## config.mk

```make
export PLATFORM = sky130hd
export DESIGN_NAME = seg7_marquee_controller
export DESIGN_NICKNAME = d
export VERILOG_FILES = /design/src/rtl/seg7_marquee_controller.sv
export SDC_FILE = /design/constraint.sdc
export NUM_CORES = 1
export LEC_CHECK = 0
export CAP_MARGIN = 20
export CORE_MARGIN = 2
export CORE_UTILIZATION = 60
export DETAILED_ROUTE_END_ITERATION = 8
export PLACE_DENSITY = 0.88
export SLEW_MARGIN = 10
export SYNTH_ARGS = -nofsm -noshare
export SYNTH_HDL_FRONTEND = slang
export SYNTH_SLANG_ARGS = --single-unit
```

## constraint.sdc

```tcl
create_clock -name clk_500hz -period 6.55 [get_ports clk_500hz]
set_input_delay 1.31 -clock clk_500hz [delete_from_list [all_inputs] [get_ports clk_500hz]]
set_output_delay 1.31 -clock clk_500hz [all_outputs]
set_load 0.02 [all_outputs]
```

## src/rtl/seg7_marquee_controller.sv

```systemverilog
// rtl/seg7_marquee_controller.sv - N-digit multiplexed 7-segment driver with message buffer, marquee and blink
module seg7_marquee_controller #(
    parameter int NUM_DIGITS     = 8,
    parameter int BUF_DEPTH      = 32,
    parameter int SCROLL_DIV     = 125,
    parameter int BLINK_DIV      = 250,
    parameter bit SEG_ACTIVE_LOW = 1'b0,
    parameter bit DIG_ACTIVE_LOW = 1'b0
) (
    input  logic                               clk_500hz,
    input  logic                               rst,
    input  logic [7:0]                         char_in,
    input  logic                               char_valid,
    input  logic                               backspace,
    input  logic                               clear,
    input  logic                               scroll_en,
    input  logic                               blink_en,
    output logic [7:0]                         seg,
    output logic [NUM_DIGITS-1:0]              digit_sel,
    output logic [$clog2(BUF_DEPTH+1)-1:0]     char_count,
    output logic                               buf_full
);

    localparam int CW  = $clog2(BUF_DEPTH + 1);
    localparam int PW  = CW + 1;
    localparam int AW  = (BUF_DEPTH > 1) ? $clog2(BUF_DEPTH) : 1;
    localparam int SW  = $clog2(NUM_DIGITS);
    localparam int SCW = (SCROLL_DIV > 1) ? $clog2(SCROLL_DIV) : 1;
    localparam int BCW = (BLINK_DIV > 1) ? $clog2(BLINK_DIV) : 1;

    localparam logic [7:0]            SEG_OFF = SEG_ACTIVE_LOW ? 8'hFF : 8'h00;
    localparam logic [NUM_DIGITS-1:0] DIG_OFF = {NUM_DIGITS{DIG_ACTIVE_LOW}};

    logic [7:0]      msg [BUF_DEPTH];
    logic [PW-1:0]   offset;
    logic [SW-1:0]   scan_idx;
    logic [SCW-1:0]  scroll_cnt;
    logic [BCW-1:0]  blink_cnt;
    logic            blink_on;

    logic [PW-1:0]   cnt_ext, len, step_len, pos_sum, pos;
    logic            marquee, bs_ok, wr_ok, scroll_wrap, show;
    logic [7:0]      ch, glyph;
    logic [NUM_DIGITS-1:0] onehot;

    function automatic logic [7:0] font(input logic [7:0] c);
        logic [7:0] u;
        u = (c >= "a" && c <= "z") ? c - 8'd32 : c;
        case (u)
            "A": font = 8'h77;  "B": font = 8'h7C;  "C": font = 8'h39;  "D": font = 8'h5E;
            "E": font = 8'h79;  "F": font = 8'h71;  "G": font = 8'h3D;  "H": font = 8'h76;
            "I": font = 8'h06;  "J": font = 8'h1E;  "K": font = 8'h75;  "L": font = 8'h38;
            "M": font = 8'h15;  "N": font = 8'h54;  "O": font = 8'h3F;  "P": font = 8'h73;
            "Q": font = 8'h67;  "R": font = 8'h50;  "S": font = 8'h6D;  "T": font = 8'h78;
            "U": font = 8'h3E;  "V": font = 8'h1C;  "W": font = 8'h2A;  "X": font = 8'h76;
            "Y": font = 8'h6E;  "Z": font = 8'h5B;
            "0": font = 8'h3F;  "1": font = 8'h06;  "2": font = 8'h5B;  "3": font = 8'h4F;
            "4": font = 8'h66;  "5": font = 8'h6D;  "6": font = 8'h7D;  "7": font = 8'h07;
            "8": font = 8'h7F;  "9": font = 8'h6F;
            "-": font = 8'h40;  ".": font = 8'h80;
            default: font = 8'h00;
        endcase
    endfunction

    always_comb begin
        cnt_ext     = {1'b0, char_count};
        len         = cnt_ext + 1'b1;
        buf_full    = (char_count == CW'(BUF_DEPTH));
        marquee     = scroll_en && (char_count > CW'(NUM_DIGITS));
        bs_ok       = !clear && backspace && (char_count != '0);
        wr_ok       = !clear && !backspace && char_valid && !buf_full;
        // A backspace shrinks the ring this cycle, so offset stepping must respect the new length
        step_len    = bs_ok ? cnt_ext : len;
        scroll_wrap = (scroll_cnt == SCW'(SCROLL_DIV - 1));
        // offset < L and scan_idx < C < L, so one conditional subtraction yields the modulo
        pos_sum     = offset + PW'(scan_idx);
        pos         = marquee ? ((pos_sum >= len) ? pos_sum - len : pos_sum) : PW'(scan_idx);
        show        = (pos < cnt_ext);
        ch          = show ? msg[pos[AW-1:0]] : 8'h20;
        glyph       = font(ch);
        onehot      = {{(NUM_DIGITS-1){1'b0}}, 1'b1} << scan_idx;
    end

    always_ff @(posedge clk_500hz) begin
        if (wr_ok)
            msg[char_count[AW-1:0]] <= char_in;
    end

    always_ff @(posedge clk_500hz or posedge rst) begin
        if (rst) begin
            char_count <= '0;
            offset     <= '0;
            scroll_cnt <= '0;
            scan_idx   <= '0;
            blink_cnt  <= '0;
            blink_on   <= 1'b1;
            seg        <= SEG_OFF;
            digit_sel  <= DIG_OFF;
        end else begin
            scan_idx <= (scan_idx == SW'(NUM_DIGITS - 1)) ? '0 : scan_idx + 1'b1;

            if (clear)
                char_count <= '0;
            else if (bs_ok)
                char_count <= char_count - 1'b1;
            else if (wr_ok)
                char_count <= char_count + 1'b1;

            if (clear || !marquee) begin
                offset     <= '0;
                scroll_cnt <= '0;
            end else begin
                scroll_cnt <= scroll_wrap ? '0 : scroll_cnt + 1'b1;
                if (bs_ok && offset >= step_len)
                    offset <= '0;
                else if (scroll_wrap)
                    offset <= (offset + 1'b1 >= step_len) ? '0 : offset + 1'b1;
            end

            if (!blink_en) begin
                blink_cnt <= '0;
                blink_on  <= 1'b1;
            end else if (blink_cnt == BCW'(BLINK_DIV - 1)) begin
                blink_cnt <= '0;
                blink_on  <= !blink_on;
            end else begin
                blink_cnt <= blink_cnt + 1'b1;
            end

            seg       <= blink_on ? (glyph ^ SEG_OFF) : SEG_OFF;
            digit_sel <= blink_on ? (onehot ^ DIG_OFF) : DIG_OFF;
        end
    end

endmodule

```

; Word level (Yosys, flattened, before mapping)
; Memory sizes are Yosys's and may differ from the RTL's.
; Index checks and enable logic that the tools add are counted.
[word_totals]
mem_bits_ro = 1024
mem_count = 2
register_bits = 48
elab_cells = 74
ram_bits = 256
[memory_table]
columns = memory, depth, word_bits, read_ports, rd_ports_with_merged_regs, write_ports, line
row1 = (name not given), 128, 8, 1, 0, 0, 49  ; case (u)
row2 = msg, 32, 8, 1, 0, 1, 34  ; logic [7:0] msg [BUF_DEPTH];
[op_classes]
n_shift = 1
n_mux = 24
reduce_logical = 17
n_lt_le_gt_ge = 7
n_eq_ne = 5
n_addsub = 10
[ops]
columns = operator, count
row1 = two-way mux 7 bit, 9
row2 = two-way mux 8 bit, 7
row3 = >= comparator 7 bit, 3
row4 = two-way mux 6 bit, 3
row5 = "adder 7 x 1 -> 7 bit, second input constant", 2
row6 = "adder 8 x 1 -> 8 bit, second input constant", 1
row7 = "== test 8 bit, second input constant", 1
row8 = ">= comparator 8 x 7 -> 1 bit, second input constant", 1
row9 = "less-or-equal comparator 8 x 7 -> 1 bit, second input constant", 1
row10 = logical AND 1 bit, 8
row11 = "<< shifter 1 x 3 -> 8 bit, first input constant", 1
row12 = "subtractor 8 x 6 -> 8 bit, second input constant", 1
row13 = "adder 6 x 1 -> 7 bit, second input constant", 1
row14 = adder 7 x 3 -> 7 bit, 1
row15 = "== test 7 bit, second input constant", 1
row16 = less-than comparator 7 x 6 -> 1 bit, 1
row17 = subtractor 7 bit, 1
row18 = "adder 6 x 1 -> 6 bit, second input constant", 1
row19 = "== test 6 bit, second input constant", 1
row20 = "greater-than comparator 6 x 4 -> 1 bit, second input constant", 1
row21 = nonzero test 3 bit, 2
row22 = nonzero test 6 bit, 1
row23 = "subtractor 6 x 1 -> 6 bit, second input constant", 1
row24 = zero test 1 bit, 5
row25 = other kinds (6), 9

; Logic depth before layout (Yosys ltp)
; An unclocked memory read counts as a cell.
[depth]
word_depth = 12
mapped_depth = 30
ltp_nobuf = 28

; Least setup slack after synthesis
; No wires, ideal clock.
[synth_timing]
kind = register to register
start = register offset[0]
end = register seg[2]
path_buffers = 1
slack_ps = 659
setup_ps = 95
stages_incl_launch_ff = 30
t_arrival_ps = 5796
t_required_ps = 6455
cell_sequence = dfrtp_1 ha_1 inv_1 fa_1 nor2b_1 o21ai_0 xnor2_1 ha_1 a21oi_1 o21ai_1 a21o_1 buf_6 mux2i_1 nand2b_1 inv_1 ha_1 a21o_1 a21o_1 a221o_1 a311o_1 inv_1 o21ai_1 inv_1 ha_1 inv_1 o211ai_1 a211oi_1 o21bai_1 nand2_1 o32ai_2
[synth_via]
elab_chain_cells = 12
elab_cells_between_ends = 16
[synth_lines]
columns = element, line
row1 = start: declaration, 35  ; logic [PW-1:0] offset;
row2 = start signal: assignment, 117  ; offset <= (offset + 1'b1 >= step_len) ? '0 : offset + 1'b1;
row3 = adder 7 x 3 -> 7 bit *, 76  ; pos_sum = offset + PW'(scan_idx);
row4 = subtractor 7 bit or >= comparator 7 bit (tied branches), 77  ; pos = marquee ? ((pos_sum >= len) ? pos_sum - len : pos_sum) : PW'(scan_idx);
row5 = two-way mux 7 bit * (2 in series), 77
row6 = memory (32 x 8 bit) or less-than comparator 7 x 6 -> 1 bit (tied branches), -
row7 = two-way mux 8 bit *, 79  ; ch = show ? msg[pos[AW-1:0]] : 8'h20;
row8 = >= comparator 8 x 7 -> 1 bit or less-or-equal comparator 8 x 7 -> 1 bit (tied branches), 48  ; u = (c >= "a" && c <= "z") ? c - 8'd32 : c;
row9 = logical AND 1 bit, 48
row10 = two-way mux 8 bit *, 48
row11 = memory (128 x 8 bit), -
row12 = two-way mux 8 bit *, 49
row13 = two-way mux 8 bit *, 130  ; seg <= blink_on ? (glyph ^ SEG_OFF) : SEG_OFF;
row14 = end signal: assignment, 130
row15 = end: declaration, 18  ; output logic [7:0] seg,
; Mark *: on every way between the ends. The rest lies on a longest branch, timed or not.
; A chain may end at the register's enable or synchronous reset.

; Final worst setup path
[layout_timing]
start = register scan_idx[0]
end = register seg[1]
[layout_via]
elab_chain_cells = 12
elab_cells_between_ends = 16
[layout_lines]
columns = element, line
row1 = start: declaration, 36  ; logic [SW-1:0] scan_idx;
row2 = start signal: assignment, 100  ; scan_idx <= (scan_idx == SW'(NUM_DIGITS - 1)) ? '0 : scan_idx + 1'b1;
row3 = adder 7 x 3 -> 7 bit, 76
row4 = subtractor 7 bit or >= comparator 7 bit (tied branches), 77
row5 = two-way mux 7 bit, 77
row6 = two-way mux 7 bit *, 77
row7 = memory (32 x 8 bit) or less-than comparator 7 x 6 -> 1 bit (tied branches), -
row8 = two-way mux 8 bit *, 79
row9 = >= comparator 8 x 7 -> 1 bit or less-or-equal comparator 8 x 7 -> 1 bit (tied branches), 48
row10 = logical AND 1 bit, 48
row11 = two-way mux 8 bit *, 48
row12 = memory (128 x 8 bit), -
row13 = two-way mux 8 bit *, 49
row14 = two-way mux 8 bit *, 130
; Marks and branches as above.

==> impl_results.md <==
- Syn Inst Count: 1108
- RSZ-0062 raised after global routing: no
- Placer Congestion: 0.884
- CP startpoint: scan_idx[0]
- Setup TNS: 0 ns
- Clock transition at path regs: 0.06 ns
- Die W: 160 microns
- Clock group share of total power: 24.6%
- Vias in the first global route: 9302
- Period utilization: 94.6%
- P_sw: 3.10 mW
- Die Area: 25700 sq um
- Peak VDD IR: 0.461 mV
- Ys Warns: 0
- Min-Delay Startpoint: scan_idx[0]
- Seq pwr share: 27.7%
- Final WL: 33600 microns
- Clk buf depth: 3
- First-pass GRT wire length: 51900 microns
- CTS tree: built
- Largest net degree at the start of global routing: 59
- # port buffers: 37
- Avg Inst Size Synth: 13.2 sq um
- Worst EP arrival: 6.64 ns
- Antenna cell count: 0
- GRT Overall Usage: 26.0%
- LEAKAGE: 6.01 nW
- Switching Fraction: 38.9%
- Inst Count DP: 1454
- Post-route clock skew: 0.0461 ns
- Cell variety after synth: 80
- Final worst slack: 0.357 ns
- Antenna viol nets, final: 0
- Fraction of layout cells with a size suffix above 1: 11.5%
- Initial antenna violation count: 0
- Clk sink count: 304
- Max cap viols: 0
- Syn-to-layout area delta: 13.8%
- Crit end category: flop
- Fin util: 69.0%
- Root buffer cell: clkbuf_16
- Crit path time final: 6.19 ns
- Total CTS buffers: 30
- Mapped cell area: 14700 sq um
- Asr flop ratio synth: 15.8%
- Run status: completed
- Pre-CTS setup slack: 0.287 ns
- PwrDens: 477 nW/um^2
- Num ports: 38
- Std cell rows: 57
- CP Class: reg -> reg
- Synth Register Bits: 304
- Worst path max stage delay: 0.44 ns
- Clk_lat worst skew: 0.60 ns
- DR pass1 iterations: 6
- NumNets Final: 1248
- Sequential area share after synthesis: 60.6%
- Fin cells: 1521
- Logic pwr share: 47.7%
- CP Launch Type: flop
- Critical path's slowest cell: a311o_2
- EDFF count, synth: 256
- Ys flop type: edfxtp_1
- Reg2reg start: scan_idx[0]
- Core area: 24200 sq um
- Final Hold Fails: 0
- Crit Path Max Fanout: 7
- DR WL/cell: 22.1 microns
- # H-tree levels: 1
- Rel. slew slack: 44.3%
- Number of fill cells: 1540
- Vias: 9443
- Tightest Pin Transition: 0.832 ns
- Fmax: 0.161 GHz
- Starting DRT DRC Count: 1124
- DRC viols: 0
- Pins Over Slew Limit: 0
- Internal power: 4.87 mW
- Vias per cell: 6.21
- Total gr overflow: 0
- Initial Util: 60.7%
- Syn Nets: 1183
- Worst EP required: 7.00 ns
- DP Wirelength: 20900 microns
- Die height: 160 microns
- Min-delay worst type: reg -> reg
- Count of final setup violators: 0
-- power groups by stage --
stage	Sequential [mW]	Clock (mW)	Combinational, mW
floorplan	2.26	0	2.64
global placement	2.24	0	3.59
detailed placement	2.25	0	3.60
CTS	2.21	1.96	3.65
global route	2.21	2.04	4.11
finish	2.21	1.96	3.80
-- critical path: cells and delay by family (launching register included) --
family	cells	cell delay, ns
AOI/OAI and AO/OA	11	2.40
adders and majority gates	5	1.41
and+or+nand+nor	5	0.81
muxes	2	0.68
DFF	1	0.40
buffers and inverters	2	0.18
xor gates and xnor gates	1	0.20
-- metal layers --
| layer | GRT usage, % | vias up | share of wire (%) |
|---|---|---|---|
| met2 | 42.6 | 538 | 49 |
| li1 | - | 4250 | - |
| met3 | 3.38 | 85 | 9.1 |
| met5 | 0 | - | 0 |
| met1 | 35.6 | 4570 | 39 |
| met4 | 10.6 | 0 | 3.4 |
-- cell usage after synthesis, types with 3 or more instances --
| cell | n | area share (%) |
|---|---|---|
| xor2_1 | 14 | 0.84 |
| o21ai_0 | 21 | 0.72 |
| a21oi_1 | 26 | 0.89 |
| a32oi_1 | 9 | 0.54 |
| a31oi_1 | 7 | 0.30 |
| edfxtp_1 | 256 | 52 |
| nand2_1 | 111 | 2.8 |
| buf_6 | 13 | 1.0 |
| dfrtp_1 | 47 | 8.0 |
| clkbuf_1 | 11 | 0.28 |
| a22o_1 | 7 | 0.42 |
| xnor2_1 | 28 | 1.7 |
| nor2b_1 | 13 | 0.55 |
| a311oi_1 | 3 | 0.18 |
| nor2_1 | 82 | 2.1 |
| nand2b_1 | 12 | 0.51 |
| nor3_1 | 10 | 0.34 |
| a21o_1 | 14 | 0.72 |
| a211oi_1 | 10 | 0.51 |
| a22oi_1 | 8 | 0.41 |
| and2_1 | 11 | 0.47 |
| ha_1 | 57 | 4.9 |
| nand3_1 | 55 | 1.9 |
| nand4_1 | 5 | 0.21 |
| o21ai_1 | 3 | 0.10 |
| fa_1 | 3 | 0.41 |
| buf_2 | 13 | 0.44 |
| mux2_2 | 12 | 0.92 |
| mux2i_1 | 136 | 9.3 |
| mux4_2 | 3 | 0.46 |
| and3_1 | 8 | 0.34 |
| o22ai_1 | 5 | 0.21 |
| buf_4 | 4 | 0.20 |
| inv_1 | 29 | 0.74 |
| nor4_1 | 4 | 0.17 |
-- per-stage QoR --
step	total power, mW	cell area [sq um]	hold slack (ns)
finish	7.96	16700	0.494
floorplan	4.90	14700	0.455
detailed placement	5.85	15400	0.506
CTS	7.82	16600	0.515
global route	8.36	16700	0.520
global placement	5.83	15400	0.472
-- registers in the layout (all words and copies together) (netlist names) --
name        flops
blink_cnt       8
blink_on        1
char_count      6
digit_sel       8
msg           256
offset          7
scan_idx        3
scroll_cnt      7
seg             8
-- kinds of logic (layout without fill, tap and decap cells) --
group                      after synthesis  in the layout  share of synthesized area [%]
AOI/OAI and AO/OA                      145            145                           7.31
xor gates and xnor gates                42             42                           2.51
adders and majority gates               60             60                           5.27
buffers and inverters                   78            167                           3.17
DFF                                    304            304                           60.6
muxes                                  152            152                           10.8
and+or+nand+nor                        327            327                           10.4
-- cell usage in the layout (no fill, tap or decap), types with 21 or more instances in the layout --
cell and instances:
dfrtp_1 44, nand3_1 55, mux2i_1 136, buf_4 33, clkbuf_16 30, a21oi_1 26, clkdlybuf4s50_1 35, o21ai_0 21
inv_1 28, xnor2_1 28, edfxtp_1 256, nor2_1 81, ha_1 56, nand2_1 111
-- timing repair --
item / in CTS / in global routing
endpoints found under the setup margin: 0 / 7
hold endpoints to repair: 0 / 0
hold buffers: 0 / 0
resized for setup: 0 / 8
buffers inserted: 0 / 7
-- layout make-up --
class | count | area, sq um | share of cell area, %
clock buffer | 31 | 754 | 4.52
clock inverter | 25 | 384 | 2.30
inverter | 32 | 120 | 0.720
multi-input combinational | 726 | 5350 | 32.1
sequential | 304 | 8890 | 53.3
tap | 324 | 405 | 2.43
timing repair buffer | 79 | 783 | 4.69
-- worst paths after layout --
check / end / slack (ns) / cells past startpoint
worst max-delay path: seg[1] / 0.36 / 26
worst min-delay path: scan_idx[0] / 0.49 / 1
worst max register to register: seg[1] / 0.36 / 26
worst min register to register: scan_idx[0] / 0.49 / 1
max in group asynchronous: blink_on / 4.88 / 3
min in group asynchronous: char_count[4] / 1.08 / 2
No activity file was read; power rests on OpenSTA's default activity.
